[config.mk]
export PLATFORM = sky130hd
export DESIGN_NAME = conv_job_sched
export DESIGN_NICKNAME = d
export VERILOG_FILES = /design/src/rtl/conv_job_sched_pkg.sv /design/src/rtl/conv_job_sched.sv
export SDC_FILE = /design/constraint.sdc
export NUM_CORES = 1
export LEC_CHECK = 0
export BUFFER_PORTS_ARGS = -buffer_cell sky130_fd_sc_hd__buf_2
export CORE_ASPECT_RATIO = 1.75
export CORE_MARGIN = 8
export CORE_UTILIZATION = 30
export DETAILED_ROUTE_END_ITERATION = 16
export HOLD_SLACK_MARGIN = 0.08
export PLACE_DENSITY = 0.55
export REMOVE_ABC_BUFFERS = 1
export SYNTH_ARGS = -nofsm -noshare
export SYNTH_HDL_FRONTEND = slang
export SYNTH_SLANG_ARGS = --single-unit
[constraint.sdc]
create_clock -name clk -period 6 [get_ports clk]
set_clock_uncertainty 0.05 [all_clocks]
set_input_delay 0.3 -clock clk [delete_from_list [all_inputs] [get_ports clk]]
set_output_delay 0.3 -clock clk [all_outputs]
set_load 0.02 [all_outputs]
[src/rtl/conv_job_sched_pkg.sv]
// ---------------------------------------------------------------------------
// conv_pkg
//   Shared definitions for the Sobel convolution job scheduler:
//   - FSM state encoding
//   - host register byte offsets
//   - CTRL / STATUS bit positions
// ---------------------------------------------------------------------------
package conv_pkg;

   typedef enum logic [2:0] {
      S_IDLE    = 3'd0,
      S_LAUNCH  = 3'd1,
      S_WAIT    = 3'd2,
      S_RELEASE = 3'd3,
      S_NEXT    = 3'd4,
      S_KILL    = 3'd5
   } state_t;

   // Register byte offsets (word aligned)
   localparam logic [7:0] REG_CTRL        = 8'h00;
   localparam logic [7:0] REG_STATUS      = 8'h04;
   localparam logic [7:0] REG_NUM_FRAMES  = 8'h08;
   localparam logic [7:0] REG_FRAMES_DONE = 8'h0C;
   localparam logic [7:0] REG_LAST_CYCLES = 8'h10;
   localparam logic [7:0] REG_TIMEOUT     = 8'h14;

   // CTRL bits
   localparam int CTRL_GO     = 0;
   localparam int CTRL_ABORT  = 1;
   localparam int CTRL_IRQ_EN = 2;

   // STATUS bits
   localparam int ST_BUSY = 0;
   localparam int ST_DONE = 1;
   localparam int ST_TO   = 2;
   localparam int ST_BANK = 3;

endpackage

[src/rtl/conv_job_sched.sv]
// ---------------------------------------------------------------------------
// conv_job_sched
//   Register-programmed job scheduler for the Sobel convolution core. Runs
//   NUM_FRAMES back-to-back frames through the core's level start/done
//   handshake, ping-pongs the BRAM bank per frame, records the cycle count
//   of the last frame, enforces a watchdog timeout and soft-resets the core
//   on abort or timeout.
//
// Ports
//   clk, rst_n            clock, asynchronous active-low reset
//   reg_wr / reg_rd       host register write / read strobes
//   reg_addr, reg_wdata   host byte address and write data
//   reg_rdata             read data, valid one cycle after reg_rd
//   conv_start            level start to core, held until done is seen
//   conv_done             core done level
//   conv_rst_n            synchronous soft reset to core, active-low
//   bank_sel              BRAM bank used by the current frame
//   busy                  job in progress
//   irq                   (done_flag | timeout_flag) & irq_en
// ---------------------------------------------------------------------------
module conv_job_sched
   import conv_pkg::*;
#(
   parameter int ADDR_W     = 5,
   parameter int CNT_W      = 32,
   parameter int RST_CYCLES = 2
) (
   input  logic              clk,
   input  logic              rst_n,
   input  logic              reg_wr,
   input  logic              reg_rd,
   input  logic [ADDR_W-1:0] reg_addr,
   input  logic [31:0]       reg_wdata,
   output logic [31:0]       reg_rdata,
   output logic              conv_start,
   input  logic              conv_done,
   output logic              conv_rst_n,
   output logic              bank_sel,
   output logic              busy,
   output logic              irq
);

   localparam int KW = (RST_CYCLES < 2) ? 1 : $clog2(RST_CYCLES + 1);
   localparam logic [KW-1:0] KILL_LAST = KW'(RST_CYCLES - 1);

   state_t           r_state;
   logic             r_start;
   logic             r_conv_rst_n;
   logic             r_bank;
   logic             r_irq_en;
   logic             r_done_flag;
   logic             r_to_flag;
   logic             r_abort_pend;
   logic [CNT_W-1:0] r_num;
   logic [CNT_W-1:0] r_timeout;
   logic [CNT_W-1:0] r_frames_done;
   logic [CNT_W-1:0] r_last_cycles;
   logic [CNT_W-1:0] r_cyc;
   logic [KW-1:0]    r_kill_cnt;
   logic [31:0]      r_rdata;

   logic [ADDR_W-3:0] w_widx;
   logic              w_sel_ctrl, w_sel_status, w_sel_num, w_sel_timeout;
   logic              w_go, w_abort, w_done_clr, w_to_clr;
   logic [CNT_W-1:0]  w_num_eff, w_cyc_inc, w_frames_inc;
   logic              w_wd_hit;
   logic              w_unused_addr;

   // Address decode on the word index; byte lanes are ignored.
   assign w_widx        = reg_addr[ADDR_W-1:2];
   assign w_unused_addr = ^reg_addr[1:0];
   assign w_sel_ctrl    = (w_widx == REG_CTRL[ADDR_W-1:2]);
   assign w_sel_status  = (w_widx == REG_STATUS[ADDR_W-1:2]);
   assign w_sel_num     = (w_widx == REG_NUM_FRAMES[ADDR_W-1:2]);
   assign w_sel_timeout = (w_widx == REG_TIMEOUT[ADDR_W-1:2]);

   assign w_go       = reg_wr && w_sel_ctrl && reg_wdata[CTRL_GO];
   // An abort that collides with done in WAIT is held pending and acted on
   // in RELEASE, so it is never lost.
   assign w_abort    = (reg_wr && w_sel_ctrl && reg_wdata[CTRL_ABORT]) || r_abort_pend;
   assign w_done_clr = reg_wr && w_sel_status && reg_wdata[ST_DONE];
   assign w_to_clr   = reg_wr && w_sel_status && reg_wdata[ST_TO];

   assign w_num_eff    = (r_num == '0) ? CNT_W'(1) : r_num;
   assign w_cyc_inc    = (&r_cyc) ? r_cyc : r_cyc + CNT_W'(1);
   assign w_frames_inc = r_frames_done + CNT_W'(1);
   assign w_wd_hit     = (r_timeout != '0) && (w_cyc_inc == r_timeout);

   // Register file, flags and sequencing FSM. Flag clears are applied first
   // so that a same-cycle set from the FSM overrides them.
   always_ff @(posedge clk or negedge rst_n) begin
      if (!rst_n) begin
         r_state       <= S_IDLE;
         r_start       <= 1'b0;
         r_conv_rst_n  <= 1'b1;
         r_bank        <= 1'b0;
         r_irq_en      <= 1'b0;
         r_done_flag   <= 1'b0;
         r_to_flag     <= 1'b0;
         r_abort_pend  <= 1'b0;
         r_num         <= '0;
         r_timeout     <= '0;
         r_frames_done <= '0;
         r_last_cycles <= '0;
         r_cyc         <= '0;
         r_kill_cnt    <= '0;
      end else begin
         if (reg_wr && w_sel_ctrl)    r_irq_en  <= reg_wdata[CTRL_IRQ_EN];
         if (reg_wr && w_sel_num)     r_num     <= CNT_W'(reg_wdata);
         if (reg_wr && w_sel_timeout) r_timeout <= CNT_W'(reg_wdata);
         if (w_done_clr) r_done_flag <= 1'b0;
         if (w_to_clr)   r_to_flag   <= 1'b0;

         case (r_state)
            S_IDLE: begin
               r_abort_pend <= 1'b0;
               if (w_go) begin
                  r_state       <= S_LAUNCH;
                  r_frames_done <= '0;
                  r_bank        <= 1'b0;
                  r_done_flag   <= 1'b0;
               end
            end

            S_LAUNCH: begin
               if (w_abort) begin
                  r_state      <= S_KILL;
                  r_start      <= 1'b0;
                  r_conv_rst_n <= 1'b0;
                  r_kill_cnt   <= '0;
                  r_abort_pend <= 1'b0;
               end else begin
                  r_start <= 1'b1;
                  r_cyc   <= '0;
                  r_state <= S_WAIT;
               end
            end

            S_WAIT: begin
               if (conv_done) begin
                  r_start       <= 1'b0;
                  r_last_cycles <= w_cyc_inc;
                  r_abort_pend  <= w_abort;
                  r_state       <= S_RELEASE;
               end else if (w_abort || w_wd_hit) begin
                  r_state      <= S_KILL;
                  r_start      <= 1'b0;
                  r_conv_rst_n <= 1'b0;
                  r_kill_cnt   <= '0;
                  r_abort_pend <= 1'b0;
                  if (w_wd_hit) r_to_flag <= 1'b1;
               end else begin
                  r_cyc <= w_cyc_inc;
               end
            end

            S_RELEASE: begin
               if (w_abort) begin
                  r_state      <= S_KILL;
                  r_conv_rst_n <= 1'b0;
                  r_kill_cnt   <= '0;
                  r_abort_pend <= 1'b0;
               end else if (!conv_done) begin
                  r_state <= S_NEXT;
               end
            end

            S_NEXT: begin
               if (w_abort) begin
                  r_state      <= S_KILL;
                  r_conv_rst_n <= 1'b0;
                  r_kill_cnt   <= '0;
                  r_abort_pend <= 1'b0;
               end else begin
                  r_frames_done <= w_frames_inc;
                  r_bank        <= ~r_bank;
                  // >= guards against NUM_FRAMES being lowered mid-job.
                  if (w_frames_inc >= w_num_eff) begin
                     r_state     <= S_IDLE;
                     r_done_flag <= 1'b1;
                  end else begin
                     r_state <= S_LAUNCH;
                  end
               end
            end

            S_KILL: begin
               r_abort_pend <= 1'b0;
               r_kill_cnt   <= r_kill_cnt + KW'(1);
               if (r_kill_cnt == KILL_LAST) begin
                  r_conv_rst_n <= 1'b1;
                  r_state      <= S_IDLE;
               end
            end

            default: begin
               r_state      <= S_IDLE;
               r_start      <= 1'b0;
               r_conv_rst_n <= 1'b1;
            end
         endcase
      end
   end

   // Read port samples the pre-write register values.
   always_ff @(posedge clk or negedge rst_n) begin
      if (!rst_n) begin
         r_rdata <= '0;
      end else if (reg_rd) begin
         r_rdata <= '0;
         case (w_widx)
            REG_CTRL[ADDR_W-1:2]:        r_rdata[CTRL_IRQ_EN] <= r_irq_en;
            REG_STATUS[ADDR_W-1:2]:      r_rdata[3:0] <= {r_bank, r_to_flag, r_done_flag,
                                                          (r_state != S_IDLE)};
            REG_NUM_FRAMES[ADDR_W-1:2]:  r_rdata <= 32'(r_num);
            REG_FRAMES_DONE[ADDR_W-1:2]: r_rdata <= 32'(r_frames_done);
            REG_LAST_CYCLES[ADDR_W-1:2]: r_rdata <= 32'(r_last_cycles);
            REG_TIMEOUT[ADDR_W-1:2]:     r_rdata <= 32'(r_timeout);
            default:                     r_rdata <= '0;
         endcase
      end
   end

   assign reg_rdata  = r_rdata;
   assign conv_start = r_start;
   assign conv_rst_n = r_conv_rst_n;
   assign bank_sel   = r_bank;
   assign busy       = (r_state != S_IDLE);
   assign irq        = (r_done_flag | r_to_flag) & r_irq_en;

endmodule

==> impl_results.html <==
<table>
<tr><th>Metric</th><th>Value</th></tr>
<tr><th colspan="2">Layout</th></tr>
<tr><td>Final-stage net count</td><td>1569</td></tr>
<tr><td>Commonest non-fill, non-tap cell in the layout</td><td>dfrtp_1</td></tr>
<tr><td>Total inserted antenna cells</td><td>0</td></tr>
<tr><td>Layout fillers</td><td>4308</td></tr>
<tr><td>Area growth from synthesis to layout</td><td>15.88%</td></tr>
<tr><td>Finished Core Util</td><td>35.16%</td></tr>
<tr><td>Share of post-route cells with drive strength above 1</td><td>14.87%</td></tr>
<tr><td>Commonest non-fill, non-tap cells in the layout</td><td>dfrtp_1, nand2_1, o21ai_0, inv_1, nor2_1</td></tr>
<tr><th colspan="2">Setup path</th></tr>
<tr><td>Critical R2R Capture</td><td>r_state[0]$_DFFE_PN0P_</td></tr>
<tr><td>Sum of buffers and inverters on the critical path</td><td>0</td></tr>
<tr><td>Worst R2R Start</td><td>r_frames_done[2]$_DFFE_PN0P_</td></tr>
<tr><td>Maximum fanout encountered on the critical timing path</td><td>6</td></tr>
<tr><td>R2R setup slack</td><td>approximately 0.8 ns</td></tr>
<tr><td>Worst Path Class, Setup</td><td>register to register</td></tr>
<tr><td>Kind of cell adding the most delay to the critical path</td><td>simple AND/OR/NAND/NOR gates</td></tr>
<tr><td>Standard cell with the maximum stage delay on the critical path</td><td>a221oi_1</td></tr>
<tr><td>Data arrival, critical path</td><td>5.60 ns</td></tr>
<tr><td>Data required, critical path</td><td>6.39 ns</td></tr>
<tr><td>Kind of capture point of the worst setup path</td><td>register</td></tr>
<tr><td>Highest cell delay on the worst timing path</td><td>~0.64 ns</td></tr>
<tr><td>Top cell by count, worst path</td><td>o21ai_0</td></tr>
<tr><td>Nature of the critical path startpoint</td><td>register</td></tr>
<tr><td>Reg2reg path depth</td><td>18</td></tr>
<tr><td>Cell Chain, Critical Path</td><td>and3_1, and3_1, and3_1, nand3_1, nor3_1, nand4_1, nor2_1, xor2_1, ha_1, a21oi_1, nor2b_1, o21ai_0, a21oi_1, o21ai_0, nand2b_1, a221oi_1, o21ai_0, o21ai_0</td></tr>
<tr><th colspan="2">Pwr</th></tr>
<tr><td>Total Power Consumption</td><td>between 4000 and 5000 uW</td></tr>
<tr><td>Comb power frac</td><td>27.7%</td></tr>
<tr><td>Seq pwr share</td><td>a little over two fifths</td></tr>
<tr><td>Switching Share</td><td>between 30% and 40%</td></tr>
<tr><td>Switching power summed over all nets</td><td>1653 uW</td></tr>
<tr><td>Internal portion of total power</td><td>2688 uW</td></tr>
<tr><td>Total power per unit cell area</td><td>295.8 mW/mm^2</td></tr>
<tr><td>Worst supply voltage drop on vdd</td><td>0.1822 mV</td></tr>
<tr><td>Static Leak</td><td>0.006170 uW</td></tr>
<tr><td>Clock power frac</td><td>a little over 30%</td></tr>
<tr><th colspan="2">Routing</th></tr>
<tr><td>Number of nets with antenna violations after detailed routing</td><td>0</td></tr>
<tr><td>Remaining DRCs</td><td>0</td></tr>
<tr><td>Number of optimization iterations in the first detailed-route pass</td><td>5</td></tr>
<tr><td>Drt first-iter violations</td><td>902</td></tr>
<tr><td>Detailed-route wire length</td><td>50.19 mm</td></tr>
<tr><td>Post-DR vias/cell</td><td>roughly 5.6</td></tr>
<tr><td>Routed length per placed instance</td><td>24.35 um</td></tr>
<tr><td>Via count of the routed design</td><td>11530</td></tr>
<tr><th colspan="2">Placed design</th></tr>
<tr><td>Number of I/O port buffers</td><td>76</td></tr>
<tr><td>Final weighted congestion in routability-driven placement</td><td>just under 1</td></tr>
<tr><td>HPWL after DPL</td><td>~38 mm</td></tr>
<tr><th colspan="2">Hold path</th></tr>
<tr><td>Hold Path Depth</td><td>2</td></tr>
<tr><td>Class of the tightest hold or removal check</td><td>primary input to register</td></tr>
<tr><td>Hold path startpoint</td><td>reg_wdata[1]</td></tr>
<tr><td>Worst hold path endpoint</td><td>r_timeout[1]$_DFFE_PN0P_</td></tr>
<tr><th colspan="2">Timing</th></tr>
<tr><td>Worst-case headroom to the max-slew limit</td><td>~21%</td></tr>
<tr><td>Setup repair after global routing missed its margin</td><td>no</td></tr>
<tr><td>Slew @ Worst Pin</td><td>1.185 ns</td></tr>
<tr><td>Final hold violation count</td><td>0</td></tr>
<tr><td>Minimum clock period</td><td>5.202 ns</td></tr>
<tr><td>Max-slew violation count</td><td>0</td></tr>
<tr><td>Final critical-path share of the clock period</td><td>between 80% and 90%</td></tr>
<tr><td>Final sum of negative setup slack</td><td>0 ns</td></tr>
<tr><td>Achievable frequency</td><td>0.1922 GHz</td></tr>
<tr><td>Setup Viol. Count Final</td><td>0</td></tr>
<tr><th colspan="2">Floorplan</th></tr>
<tr><td>Width of the die</td><td>171.3 um</td></tr>
<tr><td>Core outline area</td><td>0.04174 sq mm</td></tr>
<tr><td>Starting density of the core</td><td>30.34%</td></tr>
<tr><td>Number of standard-cell rows in the floorplan</td><td>99</td></tr>
<tr><td>DIE HEIGHT</td><td>287.8 um</td></tr>
<tr><td>Number of top-level pins</td><td>79</td></tr>
<tr><td>Die Outline Area</td><td>0.04931 sq mm</td></tr>
<tr><th colspan="2">Yosys</th></tr>
<tr><td>Number of library cell types mapped by synthesis</td><td>74</td></tr>
<tr><td>Synth Instances</td><td>between 1000 and 1500</td></tr>
<tr><td>Synth Register Bits</td><td>204</td></tr>
<tr><td>Number of synthesized flops with an enable pin</td><td>0</td></tr>
<tr><td>Average cell area after synthesis</td><td>8.906 sq um</td></tr>
<tr><td>Adder and majority cell fraction of the synthesized area</td><td>under 10%</td></tr>
<tr><td>Simple-gate area share of the yosys netlist</td><td>18.85%</td></tr>
<tr><td>Fraction of the mapped netlist area in compound gates</td><td>between 20% and 30%</td></tr>
<tr><td>Cell area after synthesis</td><td>between 0.01 and 0.015 sq mm</td></tr>
<tr><td>Main combinational cell family by area after synthesis</td><td>compound AO/OA/AOI/OAI gates</td></tr>
<tr><td>Async set-reset flop share out of synthesis</td><td>100.0%</td></tr>
<tr><td>Share of synthesized area spent on multiplexers</td><td>4.011%</td></tr>
<tr><td>Xor/xnor cell area share of the yosys netlist</td><td>under 10%</td></tr>
<tr><td>Prevailing post-synth register cell</td><td>dfrtp_1</td></tr>
<tr><td>Sequential cell area fraction in the yosys report</td><td>roughly two fifths</td></tr>
<tr><td>Number of warnings reported in the yosys synthesis log</td><td>0</td></tr>
<tr><th colspan="2">Clocking</th></tr>
<tr><td>Worst skew pair latency</td><td>about 0.53 ns</td></tr>
<tr><td>Clock Root Buffer</td><td>clkbuf_16</td></tr>
<tr><td>H-tree depth</td><td>1</td></tr>
<tr><td>Clock tree buffer depth</td><td>3</td></tr>
<tr><td>Clock tree from TritonCTS</td><td>built</td></tr>
<tr><td>Number of clock sinks</td><td>slightly above 200</td></tr>
<tr><td>Number of instances resized during post-cts repair</td><td>0</td></tr>
<tr><td>TritonCTS Buffers</td><td>21</td></tr>
<tr><td>Post CTS Setup Buffer Count</td><td>0</td></tr>
<tr><td>Post-CTS clock slew at the launch and capture registers of the worst setup and hold paths</td><td>~0.07 ns</td></tr>
<tr><td>CTS Hold Buffers Added</td><td>33</td></tr>
<tr><th colspan="2">Global routing</th></tr>
<tr><td>Antenna violations before repair</td><td>0</td></tr>
<tr><td>Total gr overflow</td><td>0</td></tr>
<tr><td>All-layer global routing usage</td><td>20.39%</td></tr>
<tr><td>Largest net degree at the start of global routing</td><td>between 70 and 80</td></tr>
<tr><td>Wire length of the first global-routing pass</td><td>75.76 mm</td></tr>
<tr><td>Number of global-route vias before repair</td><td>11660</td></tr>
<tr><th colspan="2">Run status</th></tr>
<tr><td>Outcome</td><td>finished clean</td></tr>
<tr><th colspan="2">Job</th></tr>
<tr><td>Max-Cap Viols</td><td>0</td></tr>
</table>
-- sequential cells by signal (all words and copies together) (netlist names) --
signal         cells
r_irq_en           1
conv_rst_n         1
bank_sel           1
r_num             32
r_last_cycles     32
r_frames_done     32
r_cyc             32
r_timeout         32
conv_start         1
reg_rdata         32
r_kill_cnt         2
r_done_flag        1
r_abort_pend       1
r_to_flag          1
r_state            3
-- worst max path at each step --
| stage | to | start | depth (start not counted) |
|---|---|---|---|
| after floorplan | r_cyc[24]$_DFFE_PN0P_ | r_cyc[0]$_DFFE_PN0P_ | 12 |
| after global placement | r_cyc[1]$_DFFE_PN0P_ | r_cyc[25]$_DFFE_PN0P_ | 12 |
| after detailed placement | r_cyc[1]$_DFFE_PN0P_ | r_cyc[25]$_DFFE_PN0P_ | 12 |
| after CTS | r_cyc[1]$_DFFE_PN0P_ | r_cyc[25]$_DFFE_PN0P_ | 12 |
| after global routing | r_state[0]$_DFFE_PN0P_ | r_frames_done[2]$_DFFE_PN0P_ | 18 |
| final | r_state[0]$_DFFE_PN0P_ | r_frames_done[2]$_DFFE_PN0P_ | 18 |
-- cell usage after synthesis (32+ instances only) --
master,n,area [sq um]
nand4_1,39,244.0
xnor2_1,56,490.5
a22o_1,49,429.2
a21oi_1,41,205.2
o22ai_1,38,237.7
clkbuf_1,76,285.3
nand2_1,136,510.5
nor2_1,80,300.3
dfrtp_1,203,5080
ha_1,36,450.4
nand3_1,45,225.2
mux2_2,36,405.4
a221oi_1,32,280.3
o21ai_0,117,585.6
inv_1,83,311.6
-- routing by layer --
metal	share of wire, %	vias to the layer above	global-route usage [%]
met5	0	-	0
met4	6.7	0	12.87
met3	3.7	134	2.359
met2	53	306	37.87
met1	36	5748	21.29
li1	-	5339	-
-- through the flow --
stage	hold WS (ns)	std cells	setup slack [ns]	area, sq um
floorplan	-0.04559	1312	1.544	12210
global placement	0.2348	1990	0.9487	13680
detailed placement	0.2458	1990	0.9401	13680
CTS	0.08099	2061	0.9158	14680
global route	0.09774	2061	0.4598	14680
finish	0.08470	2061	0.7978	14680
-- kinds of logic (layout without fill, tap and decap cells) --
logic type	count (synthesis)	after routing
AOI/OAI and AO/OA	409	409
xor gates and xnor gates	79	79
adders and majority gates	36	36
buffers and inverters	193	277
DFF	204	204
muxes	45	45
and+or+nand+nor	456	456
-- power by group through the flow --
| stage | clock network [uW] | registers, uW | logic, uW |
|---|---|---|---|
| 2_1_floorplan | 0 | 1740 | 684 |
| 3_3_place_gp | 0 | 1840 | 1180 |
| 3_5_place_dp | 0 | 1840 | 1190 |
| 4_1_cts | 1340 | 1820 | 1210 |
| 5_1_grt | 1380 | 1840 | 1310 |
| 6_report | 1310 | 1820 | 1200 |
-- cell type report --
class	count	area [sq um]	share of cell area, %
repair buffers	156	1099	7.486
multi-input cells	1025	6803	46.36
clock inverters	11	73.82	0.5030
flip-flops and latches	204	5106	34.79
inverters	83	311.5	2.123
clock buffers	27	588.1	4.007
well taps	555	694.4	4.732
(Power assumes the default switching activity.)
